`config.mk`:
```
export PLATFORM = sky130hd
export DESIGN_NAME = vgafb_fifo_wrctl
export DESIGN_NICKNAME = d
export VERILOG_FILES = /design/src/rtl/vgafb_pkg.sv /design/src/rtl/vgafb_ptr_sync.sv /design/src/rtl/vgafb_fifo_wrctl.sv
export SDC_FILE = /design/constraint.sdc
export NUM_CORES = 1
export LEC_CHECK = 0
export ABC_AREA = 1
export CORE_MARGIN = 2
export CORE_UTILIZATION = 35
export CTS_CLUSTER_DIAMETER = 200
export CTS_CLUSTER_SIZE = 8
export DETAILED_ROUTE_END_ITERATION = 8
export MAX_ROUTING_LAYER = met4
export PLACE_DENSITY = 0.65
export SYNTH_ARGS = -nofsm -noshare
export SYNTH_HDL_FRONTEND = slang
export SYNTH_SLANG_ARGS = --single-unit
```
`constraint.sdc`:
```
create_clock -name Clk -period 5.85 [get_ports Clk]
set_input_delay 0.585 -clock Clk [delete_from_list [all_inputs] [get_ports Clk]]
set_output_delay 0.585 -clock Clk [all_outputs]
set_load 0.005 [all_outputs]
```
`src/rtl/vgafb_pkg.sv`:
```
// Shared framebuffer FIFO definitions: default geometry and Gray-code helpers.
// Helpers operate on zero-extended 32-bit values, so they serve any pointer width.
package vgafb_pkg;

    localparam int VGAFB_ADDR_WIDTH = 4;
    localparam int VGAFB_AF_MARGIN  = 2;

    function automatic logic [31:0] bin2gray(input logic [31:0] b);
        return b ^ (b >> 1);
    endfunction

    // Prefix XOR from the MSB down; zero upper bits leave narrower pointers intact.
    function automatic logic [31:0] gray2bin(input logic [31:0] g);
        logic [31:0] b;
        b = g;
        for (int s = 1; s < 32; s = s * 2) begin
            b = b ^ (b >> s);
        end
        return b;
    endfunction

endpackage

```
`src/rtl/vgafb_ptr_sync.sv`:
```
// Two-flop synchroniser for a Gray-coded pointer crossing into this clock.
// Latency: two edges; no backpressure; synchronous active-high clear.
module vgafb_ptr_sync #(
    parameter int WIDTH = 5
) (
    input  logic             clk,
    input  logic             clear,
    input  logic [WIDTH-1:0] d,
    output logic [WIDTH-1:0] q
);

    logic [WIDTH-1:0] rq1;

    always_ff @(posedge clk) begin
        if (clear) begin
            rq1 <= '0;
            q   <= '0;
        end else begin
            rq1 <= d;
            q   <= rq1;
        end
    end

endmodule

```
`src/rtl/vgafb_fifo_wrctl.sv`:
```
// Write-side controller of the pixel FIFO: RAM write strobe/address, Gray write pointer, flags.
// Latency: write strobe combinational, status registered (one cycle); full blocks pushes, which set sticky overflow.
module vgafb_fifo_wrctl
    import vgafb_pkg::*;
#(
    parameter int ADDR_WIDTH = VGAFB_ADDR_WIDTH,
    parameter int AF_MARGIN  = VGAFB_AF_MARGIN
) (
    input  logic                  Clk,
    input  logic                  Clear_in,
    input  logic                  WrReq_in,
    input  logic [ADDR_WIDTH:0]   RdPtrGray_in,
    output logic                  WrEn_out,
    output logic [ADDR_WIDTH-1:0] WrAddr_out,
    output logic [ADDR_WIDTH:0]   WrPtrGray_out,
    output logic                  Full_out,
    output logic                  AlmostFull_out,
    output logic [ADDR_WIDTH:0]   WrLevel_out,
    output logic                  Overflow_out
);

    localparam int PW    = ADDR_WIDTH + 1;
    localparam int DEPTH = 2 ** ADDR_WIDTH;
    localparam logic [PW-1:0] FULL_MASK = PW'(3) << (PW - 2);
    localparam logic [PW-1:0] AF_LEVEL  = PW'(DEPTH - AF_MARGIN);

    logic [PW-1:0] wbin;
    logic [PW-1:0] wgray;
    logic [PW-1:0] wbin_next;
    logic [PW-1:0] wgray_next;
    logic [PW-1:0] rq2;
    logic [PW-1:0] rbin;
    logic [PW-1:0] level_next;
    logic          full_next;
    logic          push;

    vgafb_ptr_sync #(.WIDTH(PW)) u_rd_sync (
        .clk   (Clk),
        .clear (Clear_in),
        .d     (RdPtrGray_in),
        .q     (rq2)
    );

    assign push          = WrReq_in & ~Full_out & ~Clear_in;
    assign WrEn_out      = push;
    assign WrAddr_out    = wbin[ADDR_WIDTH-1:0];
    assign WrPtrGray_out = wgray;

    // Status is computed on the post-write pointer so the writer sees full with no lag.
    always_comb begin
        wbin_next  = wbin + PW'(push);
        wgray_next = PW'(bin2gray(32'(wbin_next)));
        rbin       = PW'(gray2bin(32'(rq2)));
        level_next = wbin_next - rbin;
        full_next  = (wgray_next == (rq2 ^ FULL_MASK));
    end

    always_ff @(posedge Clk) begin
        if (Clear_in) begin
            wbin           <= '0;
            wgray          <= '0;
            Full_out       <= 1'b0;
            AlmostFull_out <= 1'b0;
            WrLevel_out    <= '0;
            Overflow_out   <= 1'b0;
        end else begin
            wbin           <= wbin_next;
            wgray          <= wgray_next;
            Full_out       <= full_next;
            AlmostFull_out <= (level_next >= AF_LEVEL);
            WrLevel_out    <= level_next;
            if (WrReq_in && Full_out) begin
                Overflow_out <= 1'b1;
            end
        end
    end

endmodule

```
; ---- Yosys cells after proc, flatten, opt, wreduce, memory -nomap -nowiden
; Index checks and enable logic that the tools add are counted.
[classes]
addsub = 2
order_cmp = 1
eq_ne = 1
bitwise = 11
n_reduce_logical = 1
[ops]
columns = operator, count
row1 = $xor 5x1->5 const B, 2
row2 = $xor 5x4->5, 2
row3 = $add 5x1->5, 1
row4 = $eq 5x5->1, 1
row5 = $ge 5x4->1 const B, 1
row6 = $sub 5x5->5, 1
row7 = $xor 5x1->5, 1
row8 = $xor 5x3->5, 1
row9 = $and 1x1->1, 2
row10 = $not 1->1, 2
row11 = $not 2->2, 1
row12 = $logic_and 1x1->1, 1
[totals]
reg_bits = 28
input_bits = 8
word_cells = 24

; ---- Logic depth before layout (Yosys ltp)
; Gate-level depths: netlist (run 1).
[logic_depth]
word_depth = 7
mapped_depth = 17
depth_no_buf = 16

; ---- Cells and area by module
; A second synthesis (run 1) with hierarchy kept.
[unflattened]
hier_cells = 175
area_unflattened_um2 = 1281.2
[by_module_without_submodules]
columns = module, n_inst, cells_per_inst, area_each_um2, seq_area_each_um2
row1 = vgafb_fifo_wrctl, 1, 144, 994.7, 340.3
row2 = vgafb_ptr_sync, 1, 31, 286.5, 200.2

; ---- Worst setup path after synthesis (run 1)
; No wires, ideal clock.
[synth_path]
kind = in2reg
startpoint = input port Clear_in
endpoint = register AlmostFull_out
setup_ps = 115
t_arrival_ps = 2402
path_slack_ps = 3333
cell_stages = 15
n_path_buf = 1
cell_sequence = clkbuf_1 inv_1 nand2_1 nor2_1 ha_1 inv_1 nand2_2 nand2_2 fa_1 inv_1 a21oi_1 nand2_1 nand3_1 nand3_1 nand2_1
[synth_between]
elab_chain_cells = 5
[synth_lines]
columns = element, line_no
row1 = start: declaration, vgafb_fifo_wrctl.sv:10  ; input logic Clear_in,
row2 = $not 1->1, vgafb_fifo_wrctl.sv:44  ; assign push = WrReq_in & ~Full_out & ~Clear_in;
row3 = $and 1x1->1, vgafb_fifo_wrctl.sv:44
row4 = via WrEn_out, vgafb_fifo_wrctl.sv:13  ; output logic WrEn_out,
row5 = $add 5x1->5, vgafb_fifo_wrctl.sv:51  ; wbin_next = wbin + PW'(push);
row6 = $sub 5x5->5, vgafb_fifo_wrctl.sv:54  ; level_next = wbin_next - rbin;
row7 = $ge 5x4->1, vgafb_fifo_wrctl.sv:70  ; AlmostFull_out <= (level_next >= AF_LEVEL);
row8 = end signal: assignment, vgafb_fifo_wrctl.sv:70
row9 = end: declaration, vgafb_fifo_wrctl.sv:17  ; output logic AlmostFull_out,
; The timed path passes the listed nets, and every way through them passes these cells.
; A chain may end at the register's enable or synchronous reset.

; ---- Worst setup path in the final report (run 1)
[layout_path]
startpoint = input port Clear_in
endpoint = register AlmostFull_out
[layout_between]
elab_chain_cells = 5
[layout_lines]
columns = element, line_no
row1 = $not 1->1, vgafb_fifo_wrctl.sv:44
row2 = $and 1x1->1, vgafb_fifo_wrctl.sv:44
row3 = $add 5x1->5, vgafb_fifo_wrctl.sv:51
row4 = via wbin_next[2], vgafb_fifo_wrctl.sv:29  ; logic [PW-1:0] wbin_next;
row5 = $sub 5x5->5, vgafb_fifo_wrctl.sv:54
row6 = $ge 5x4->1, vgafb_fifo_wrctl.sv:70
; The timed path passes the listed nets, and every way through them passes these cells.

==> results of run 1 <==
logic make-up (layout without fill, tap and decap cells):
| group | count (synthesis) | count (layout) | synth area share (%) |
|---|---|---|---|
| xor gates and xnor gates | 7 | 7 | 4.698 |
| adders and majority gates | 7 | 7 | 7.287 |
| DFF | 27 | 27 | 41.42 |
| and+or+nand+nor | 99 | 99 | 33.65 |
| AOI/OAI and AO/OA | 6 | 6 | 2.300 |
| buffers and inverters | 35 | 60 | 10.64 |
how the worst max path moves through the flow:
stage,from,end,slack (ps)
3_3_place_gp,Clear_in,AlmostFull_out,2230
4_1_cts,Clear_in,AlmostFull_out,2460
6_report,Clear_in,AlmostFull_out,2440
2_1_floorplan,Clear_in,AlmostFull_out,3330
3_5_place_dp,Clear_in,AlmostFull_out,2180
5_1_grt,Clear_in,WrLevel_out[3],2000
critical path, cell delays in order:
cell	delay [ps]
clkdlybuf4s50_1	880
inv_1	270
nand2_1	70
nor2_1	180
ha_1	190
ha_1	250
inv_1	80
nand2_1	100
nand2_2	100
ha_1	350
a21oi_1	160
nand2_1	90
nand2_1	60
nand2_1	40
nand3_1	100
nand2_1	60
synth_stat cells:
cell / instances
xor2_1: 4
nor3_1: 1
xnor2_1: 3
clkbuf_1: 3
nand3_1: 20
nor2_1: 27
nand3_2: 1
a21oi_1: 5
inv_2: 1
inv_1: 30
nand2_2: 10
nand2_1: 36
fa_1: 1
dfxtp_1: 27
ha_1: 6
nand4_1: 4
o21ai_0: 1
buf_6: 1
cell type report:
cell class | count | area (sq um)
multi-input cells | 119 | 625.6
fillers | 376 | 1991
flip-flops and latches | 27 | 540.5
clock buffers | 3 | 41.29
well taps | 48 | 60.06
repair buffers | 25 | 250.2
clock inverters | 1 | 8.758
inverters | 31 | 116.4
stage by stage:
step | area (sq um) | worst slack [ps]
after floorplan | 1305 | 3333
final | 1643 | 2440
after global placement | 1593 | 2226
after detailed placement | 1593 | 2182
after CTS | 1643 | 2463
after global routing | 1643 | 1996
power by group through the flow:
stage	Clock, mW	Sequential (mW)	Combinational [mW]
2_1_floorplan	0	0.208	0.0459
3_3_place_gp	0	0.207	0.0821
3_5_place_dp	0	0.207	0.0823
4_1_cts	0.114	0.203	0.0829
5_1_grt	0.124	0.204	0.0956
6_report	0.109	0.202	0.0823
cell usage in the layout (no fill, tap or decap), drive strengths merged:
cell and instances:
a21oi 5, clkbuf 3, clkdlybuf4s50 25, dfxtp 27, fa 1, ha 6, inv 32, nand2 46
nand3 21, nand4 4, nor2 27, nor3 1, o21ai 1, xnor2 3, xor2 4
routing by layer:
layer / wire [um] / global-route usage, % / share of wire (%)
met5: 0 / - / 0
met1: 1157 / 16.76 / 48
met3: 150 / 4.861 / 6.3
met2: 1030 / 20.36 / 43
met4: 61 / 4.688 / 2.5
state kept, by name, summed over array words and instances (netlist names):
register and cells:
wbin 5, u_rd_sync.q 5, Full_out 1, u_rd_sync.rq1 5, AlmostFull_out 1, Overflow_out 1, WrLevel_out 5, WrPtrGray_out 4
==> summary.md, run 1 <==
| Metric | Value |
|---|---|
| Core area | `~3600 sq um` |
| Total CTS buffers | `3` |
| Clock Latency Late Sink | `280 ps` |
| Leakage Power | `0.7694 nW` |
| Post_cts resized | `0` |
| Critical path class | `primary input to flip-flop` |
| Data required, critical path | `6020 ps` |
| TritonCTS clock tree | `done` |
| Hold wc startpoint | `u_rd_sync.rq1[1]` |
| Clk slew on worst S/H paths | `90 ps` |
| Longest Clk Path Bufs | `2` |
| # port buffers | `25` |
| Via density | `4.378` |
| Die width | `65.06 um` |
| Worst Path Max Fanout | `26` |
| Utilization after layout | `45.21%` |
| R2R depth | `13` |
| VDD IR max | `0.1980 mV` |
| Net switching power | `0.1042 mW` |
| Worst-margin pin slew | `909.2 ps` |
| Hold depth | `2` |
| R2r setup slk | `~3600 ps` |
| Mapped Avg Cell Area | `7.210 sq um` |
| Crit end category | `flip-flop` |
| WL/cell | `9.449 um` |
| Vias in the first global route | `around 1,000` |
| Final ANT Viol Nets | `0` |
| DP Cell Count | `250` |
| Hold WC Path Type | `flip-flop to flip-flop` |
| RSZ-0062 raised after global routing | `no` |
| Final sum of negative setup slack | `0 ps` |
| Htree depth | `1` |
| Io pins | `26` |
| Finished Layout Cells | `254` |
| DRC Markers | `0` |
| Run status | `finished clean` |
| Final Hold Vio Count | `0` |
| Layout Skew | `6.134 ps` |
| Final Setup Violations | `0` |
| Slew HR | `39.20%` |
| Chip height | `around 65 um` |
| GRT overflow | `0` |
| Syn_nets | `between 150 and 200` |
| Seq/Total Area, Yosys | `41.42%` |
| Final wirelength | `between 2000 and 2500 um` |
| Tmin final | `3410 ps` |
| Die Area | `4233 sq um` |
| Switching share of power | `26.46%` |
| Comb power frac | `20.9%` |
| Row count | `22` |
| Initial Util | `35.92%` |
| Total power | `~0.4 mW` |
| Hold path endpoint | `u_rd_sync.q[1]` |
| MaxCap Viol Count | `0` |
| Cell Int Power | `0.2897 mW` |
| Share of the synthesized area in the top cell type | `41.42%` |
| First-pass GRT wire length | `approximately 4300 um` |
| Initial antenna violation count | `0` |
| Via count | `approximately 1,100` |
| Post-synth top area cell | `dfxtp_1` |
| Initial DRT Pass Iterations | `4` |
| Gpl congestion | `0.8604` |
| DRT iter0 DRCs | `63` |
| Cts hold-fix bufs | `0` |
| Flop pwr share | `approximately half` |
| Synth Register Bits | `27` |
| Clock root cell | `clkbuf_8` |
| Post-CTS setup buffer count | `0` |
| Reg2reg end | `AlmostFull_out` |
| Period utilization | `58.29%` |
| Fin Hold WS | `405.6 ps` |
| Unique masters post-synth | `18` |
| Final HPWL DP | `1897 um` |
| Synth area leaders | `dfxtp_1 41%, nand2_1 10%, inv_1 8.6%, nor2_1 7.8%, nand3_1 7.7%` |
| Worst EP arrival | `around 3600 ps` |
| N_diodes | `0` |
| Largest net degree at the start of global routing | `27` |
| Warnings from Yosys | `0` |
| Final net count | `222` |
| Tot GR Track Use | `13.50%` |
| Layout area overhead | `25.89%` |
| Fmax | `0.2933 GHz` |
| RR Startpoint | `Full_out` |
| Layout cell share with drive strength beyond 1 | `7.767%` |
| Critical Path Start Type | `primary input` |
| Synth Instances | `181` |
| Total clock sinks | `27` |
| Power density cells | `between 200 and 250 nW/um^2` |
| Slew Limit Fails | `0` |
| Area of the mapped netlist | `1305 sq um` |
| Clock Power Share | `27.7%` |
(Power assumes the default switching activity.)
==> run 2: changes to the inputs <==
==> constraint.sdc (replaced) <==
create_clock -name Clk -period 3.45 [get_ports Clk]
set_input_delay 0.345 -clock Clk [delete_from_list [all_inputs] [get_ports Clk]]
set_output_delay 0.345 -clock Clk [all_outputs]
set_load 0.005 [all_outputs]
==> summary.md, run 2 (synthesis results as in run 1) <==
| Metric | Value |
|---|---|
| Switching share of power | `25.50%` |
| Post_cts resized | `0` |
| Critical path class | `primary input to flip-flop` |
| Final HPWL DP | `1909 um` |
| TritonCTS clock tree | `done` |
| Io pins | `26` |
| Hold WC Path Type | `flip-flop to flip-flop` |
| Final Hold Vio Count | `0` |
| Power density cells | `399.5 nW/um^2` |
| Row count | `22` |
| Vias in the first global route | `1,024` |
| Final Setup Violations | `0` |
| GRT overflow | `0` |
| Htree depth | `1` |
| Run status | `finished clean` |
| Worst-margin pin slew | `373.3 ps` |
| Total clock sinks | `27` |
| Layout Skew | `7.961 ps` |
| Period utilization | `74.29%` |
| Initial DRT Pass Iterations | `4` |
| Slew HR | `75.08%` |
| Net switching power | `0.1676 mW` |
| Fmax | `0.3902 GHz` |
| N_diodes | `0` |
| Layout cell share with drive strength beyond 1 | `7.729%` |
| Final instance area | `1645 sq um` |
| Worst EP arrival | `2730 ps` |
| Die width | `around 65 um` |
| Comb power frac | `21.2%` |
| Initial antenna violation count | `0` |
| Clock Power Share | `26.5%` |
| MaxCap Viol Count | `0` |
| Via density | `around 4.4` |
| Placed Area | `1600 sq um` |
| Final sum of negative setup slack | `0 ps` |
| # port buffers | `25` |
| DRT iter0 DRCs | `45` |
| Worst Path Max Fanout | `6` |
| Tot GR Track Use | `13.41%` |
| Gpl congestion | `0.8089` |
| Cts hold-fix bufs | `0` |
| DRC Markers | `0` |
| Via count | `1,121` |
| Cell Int Power | `approximately 0.49 mW` |
| Chip height | `65.06 um` |
| Tmin final | `2563 ps` |
| Final ANT Viol Nets | `0` |
| Layout area overhead | `26.08%` |
| Filler cell count | `389` |
| WL/cell | `approximately 9.6 um` |
| Slew Limit Fails | `0` |
| Final net count | `223` |
| Final wirelength | `about 2400 um` |
| RSZ-0062 raised after global routing | `no` |
| Commonest non-fill, non-tap cell in the layout | `nand2_1` |
| Clk slew on worst S/H paths | `roughly 90 ps` |
| VDD IR max | `0.2410 mV` |
| Core area | `roughly 3600 sq um` |
| Flop pwr share | `a little over half` |
| Data required, critical path | `about 3600 ps` |
| Leakage Power | `0.7709 nW` |
| Crit end category | `flip-flop` |
| First-pass GRT wire length | `4278 um` |
| Critical Path Start Type | `primary input` |
| Largest net degree at the start of global routing | `26` |
| Initial Util | `35.92%` |
| Total CTS buffers | `3` |
| Die Area | `roughly 4200 sq um` |
| Clock Latency Late Sink | `approximately 270 ps` |
| Longest Clk Path Bufs | `2` |
| Post-CTS setup buffer count | `0` |
| Commonest non-fill, non-tap cells in the layout | `36 x nand2_1, 30 x inv_1, 27 x dfxtp_1, 27 x nor2_1, 25 x clkdlybuf4s50_1` |
| Clock root cell | `clkbuf_8` |
run 2: cell types whose count changed in the layout (fill, tap and decap cells not counted):
| cell | before | now |
|---|---|---|
| inv_6 | 1 | 0 |
| buf_4 | 0 | 1 |
| clkbuf_1 | 0 | 1 |
run 2: final timing paths:
| check | from | end | slack, ps | cells past startpoint |
|---|---|---|---|---|
| setup / recovery | Clear_in | AlmostFull_out | 890 | 16 |
| setup reg to reg | Full_out | AlmostFull_out | 1250 | 13 |
| hold reg to reg | u_rd_sync.rq1[2] | u_rd_sync.q[2] | 400 | 2 |
| hold / removal | u_rd_sync.rq1[2] | u_rd_sync.q[2] | 400 | 2 |
run 2: power by group through the flow:
stage / Combinational, mW / Clock (mW) / Sequential (mW)
after floorplan: 0.0779 / 0 / 0.352
final: 0.140 / 0.174 / 0.343
after CTS: 0.141 / 0.183 / 0.344
after detailed placement: 0.140 / 0 / 0.351
after global routing: 0.160 / 0.192 / 0.346
after global placement: 0.139 / 0 / 0.352
run 2: area by class of cell:
class / instances / area [sq um] / area share (%)
clock buffer: 4 / 45.04 / 2.738
timing repair buffer: 26 / 257.7 / 15.67
inverter: 31 / 116.4 / 7.072
tap: 48 / 60.06 / 3.650
multi-input combinational: 119 / 625.6 / 38.02
sequential: 27 / 540.5 / 32.85
run 2: critical path, stage by stage:
cell and delay (ps):
clkdlybuf4s50_1 430, inv_1 130, nand2_1 60, nor2_1 230, ha_1 200, ha_1 240
inv_1 80, nand2_1 90, nand2_2 90, ha_1 340, a21oi_1 160, nand2_1 80
nand2_1 60, nand2_1 40, nand3_1 80, nand2_1 50
run 2: per-layer routing:
layer / track usage (%) / up-vias / routed length, um
met5: - / - / 0
met4: 4.688 / 0 / 40
met2: 22.42 / 18 / 1088
li1: - / 606 / -
met3: 2.778 / 4 / 92
met1: 16.08 / 493 / 1220
run 2: per-stage QoR:
step / setup WS, ps / total power [mW] / util [%] / instances / hold slack [ps]
6_report: 887.2 / 0.6573 / 45.28 / 255 / 397.1
5_1_grt: 599.7 / 0.6987 / 45.28 / 255 / 409.8
4_1_cts: 910.4 / 0.6678 / 45.28 / 255 / 400.0
3_5_place_dp: 615.7 / 0.4917 / 44.04 / 251 / 392.8
3_3_place_gp: 617.4 / 0.4910 / 44.04 / 251 / 388.8
2_1_floorplan: 1173 / 0.4299 / - / 181 / 388.3
==> run 3: changes to the inputs <==
==> constraint.sdc (replaced) <==
create_clock -name Clk -period 2.4 [get_ports Clk]
set_input_delay 0.24 -clock Clk [delete_from_list [all_inputs] [get_ports Clk]]
set_output_delay 0.24 -clock Clk [all_outputs]
set_load 0.005 [all_outputs]
==> summary.md, run 3 (synthesis results as in run 1) <==
| Metric | Value |
|---|---|
| Run status | `finished clean` |
| Worst EP arrival | `2420 ps` |
| First-pass GRT wire length | `between 4000 and 5000 um` |
| Power density cells | `561.8 nW/um^2` |
| DP Cell Count | `~260` |
| Initial Util | `35.92%` |
| Leakage Power | `0.8248 nW` |
| Total power | `0.9742 mW` |
| Period utilization | `91.96%` |
| Layout cell share with drive strength beyond 1 | `13.76%` |
| Layout Skew | `4.609 ps` |
| Post-CTS setup buffer count | `0` |
| Critical path, cell by cell | `inv_1 > nand2_1 > nand2_1 > xor2_1 > xor2_1 > ha_1 > fa_1 > xor2_1 > nor3_1 > nand3_1 > nand2_1` |
| Top Metal Used | `met4` |
| Via count | `1,153` |
| DRC Markers | `0` |
| Clock root cell | `clkbuf_8` |
| Die Area | `~4200 sq um` |
| Crit-path slowest cell | `fa_1` |
| Initial antenna violation count | `0` |
| Layout area overhead | `32.89%` |
| MaxCap Viol Count | `0` |
| # port buffers | `25` |
| Fmax | `0.4531 GHz` |
| Crit end category | `flip-flop` |
| VDD IR max | `approximately 0.46 mV` |
| Finished Layout Cells | `266` |
| Critical path class | `flip-flop to flip-flop` |
| Row count | `22` |
| Slew HR | `76.70%` |
| Final wirelength | `2555 um` |
| Utilization after layout | `47.73%` |
| WL/cell | `a little under 10 um` |
| Final net count | `between 200 and 250` |
| Worst Path Max Fanout | `4` |
| Clock Latency Late Sink | `around 270 ps` |
| Io pins | `26` |
| Commonest non-fill, non-tap cells in the layout | `36 x nand2_1, 30 x inv_1, 27 x dfxtp_1` |
| Via density | `4.335` |
| TritonCTS clock tree | `done` |
| R2R depth | `11` |
| M1 WL | `1232 um` |
| Place WS | `-136.3 ps` |
| Fin Hold WS | `slightly above 400 ps` |
| Final instance area | `between 1500 and 2000 sq um` |
| Total clock sinks | `27` |
| Vias in the first global route | `1,016` |
| Final ANT Viol Nets | `0` |
| Hold depth | `2` |
| RSZ-0062 raised after global routing | `no` |
| Final Setup Violations | `0` |
| Die width | `65.06 um` |
| Largest net degree at the start of global routing | `26` |
| Worst path max stage delay | `around 400 ps` |
| Hold WC Path Type | `flip-flop to flip-flop` |
| Total CTS buffers | `3` |
| Critical Path Start Type | `flip-flop` |
| Final sum of negative setup slack | `0 ps` |
| Clk slew on worst S/H paths | `90 ps` |
| Placed Area | `~1700 sq um` |
| Tmin final | `2207 ps` |
| DRT iter0 DRCs | `48` |
| Htree depth | `1` |
| Final Hold Vio Count | `0` |
| Commonest non-fill, non-tap cell in the layout | `nand2_1` |
| GRT overflow | `0` |
| Slew Limit Fails | `0` |
| Initial DRT Pass Iterations | `4` |
| Gpl congestion | `between 0.8 and 0.9` |
| Worst-margin pin slew | `349.0 ps` |
| Tot GR Track Use | `approximately 14%` |
| Setup WS post-layout | `192.9 ps` |
| Met3 Wirelength | `96 um` |
| DR WL met2 | `1207 um` |
| Core area | `3633 sq um` |
| Chip height | `approximately 65 um` |
| Data required, critical path | `approximately 2600 ps` |
| N_diodes | `0` |
| Longest Clk Path Bufs | `2` |
| Final HPWL DP | `2021 um` |
[run 3: power by group]
part	total (mW)	switching, mW	internal (mW)
registers	0.494	0.0131	0.481
logic	0.228	0.100	0.128
clock network	0.252	0.136	0.116
total	0.974	0.249	0.725
[run 3: area by class of cell]
| cell class | count | area, sq um |
|---|---|---|
| multi-input cells | 119 | 630.6 |
| flip-flops and latches | 27 | 540.5 |
| fillers | 380 | 1899 |
| clock buffers | 3 | 41.29 |
| clock inverters | 1 | 5.005 |
| well taps | 48 | 60.06 |
| repair buffers | 37 | 340.3 |
| inverters | 31 | 116.4 |
[run 3: final timing paths]
path / start / endpoint / slack, ps
worst min register to register: u_rd_sync.rq1[2] / u_rd_sync.q[2] / 400
worst max-delay path: u_rd_sync.q[4] / AlmostFull_out / 190
worst max register to register: u_rd_sync.q[4] / AlmostFull_out / 190
worst min-delay path: u_rd_sync.rq1[2] / u_rd_sync.q[2] / 400
[run 3: worst max-delay path, delay by kind of cell (launching register included)]
family | cells | cell delay [ps]
buffers and inverters | 1 | 70
adders and majority gates | 2 | 630
and+or+nand+nor | 5 | 470
xor gates and xnor gates | 3 | 600
DFF | 1 | 370
[run 3: what timing repair did]
action,4_1_cts,5_1_grt
hold buffers,0,0
setup endpoints to repair,0,3
resized for setup,0,2
[run 3: per-layer routing]
layer	vias up	track usage, %
li1	628	-
met1	503	15.38
met2	20	22.81
met3	2	3.993
met4	0	4.688
met5	-	-
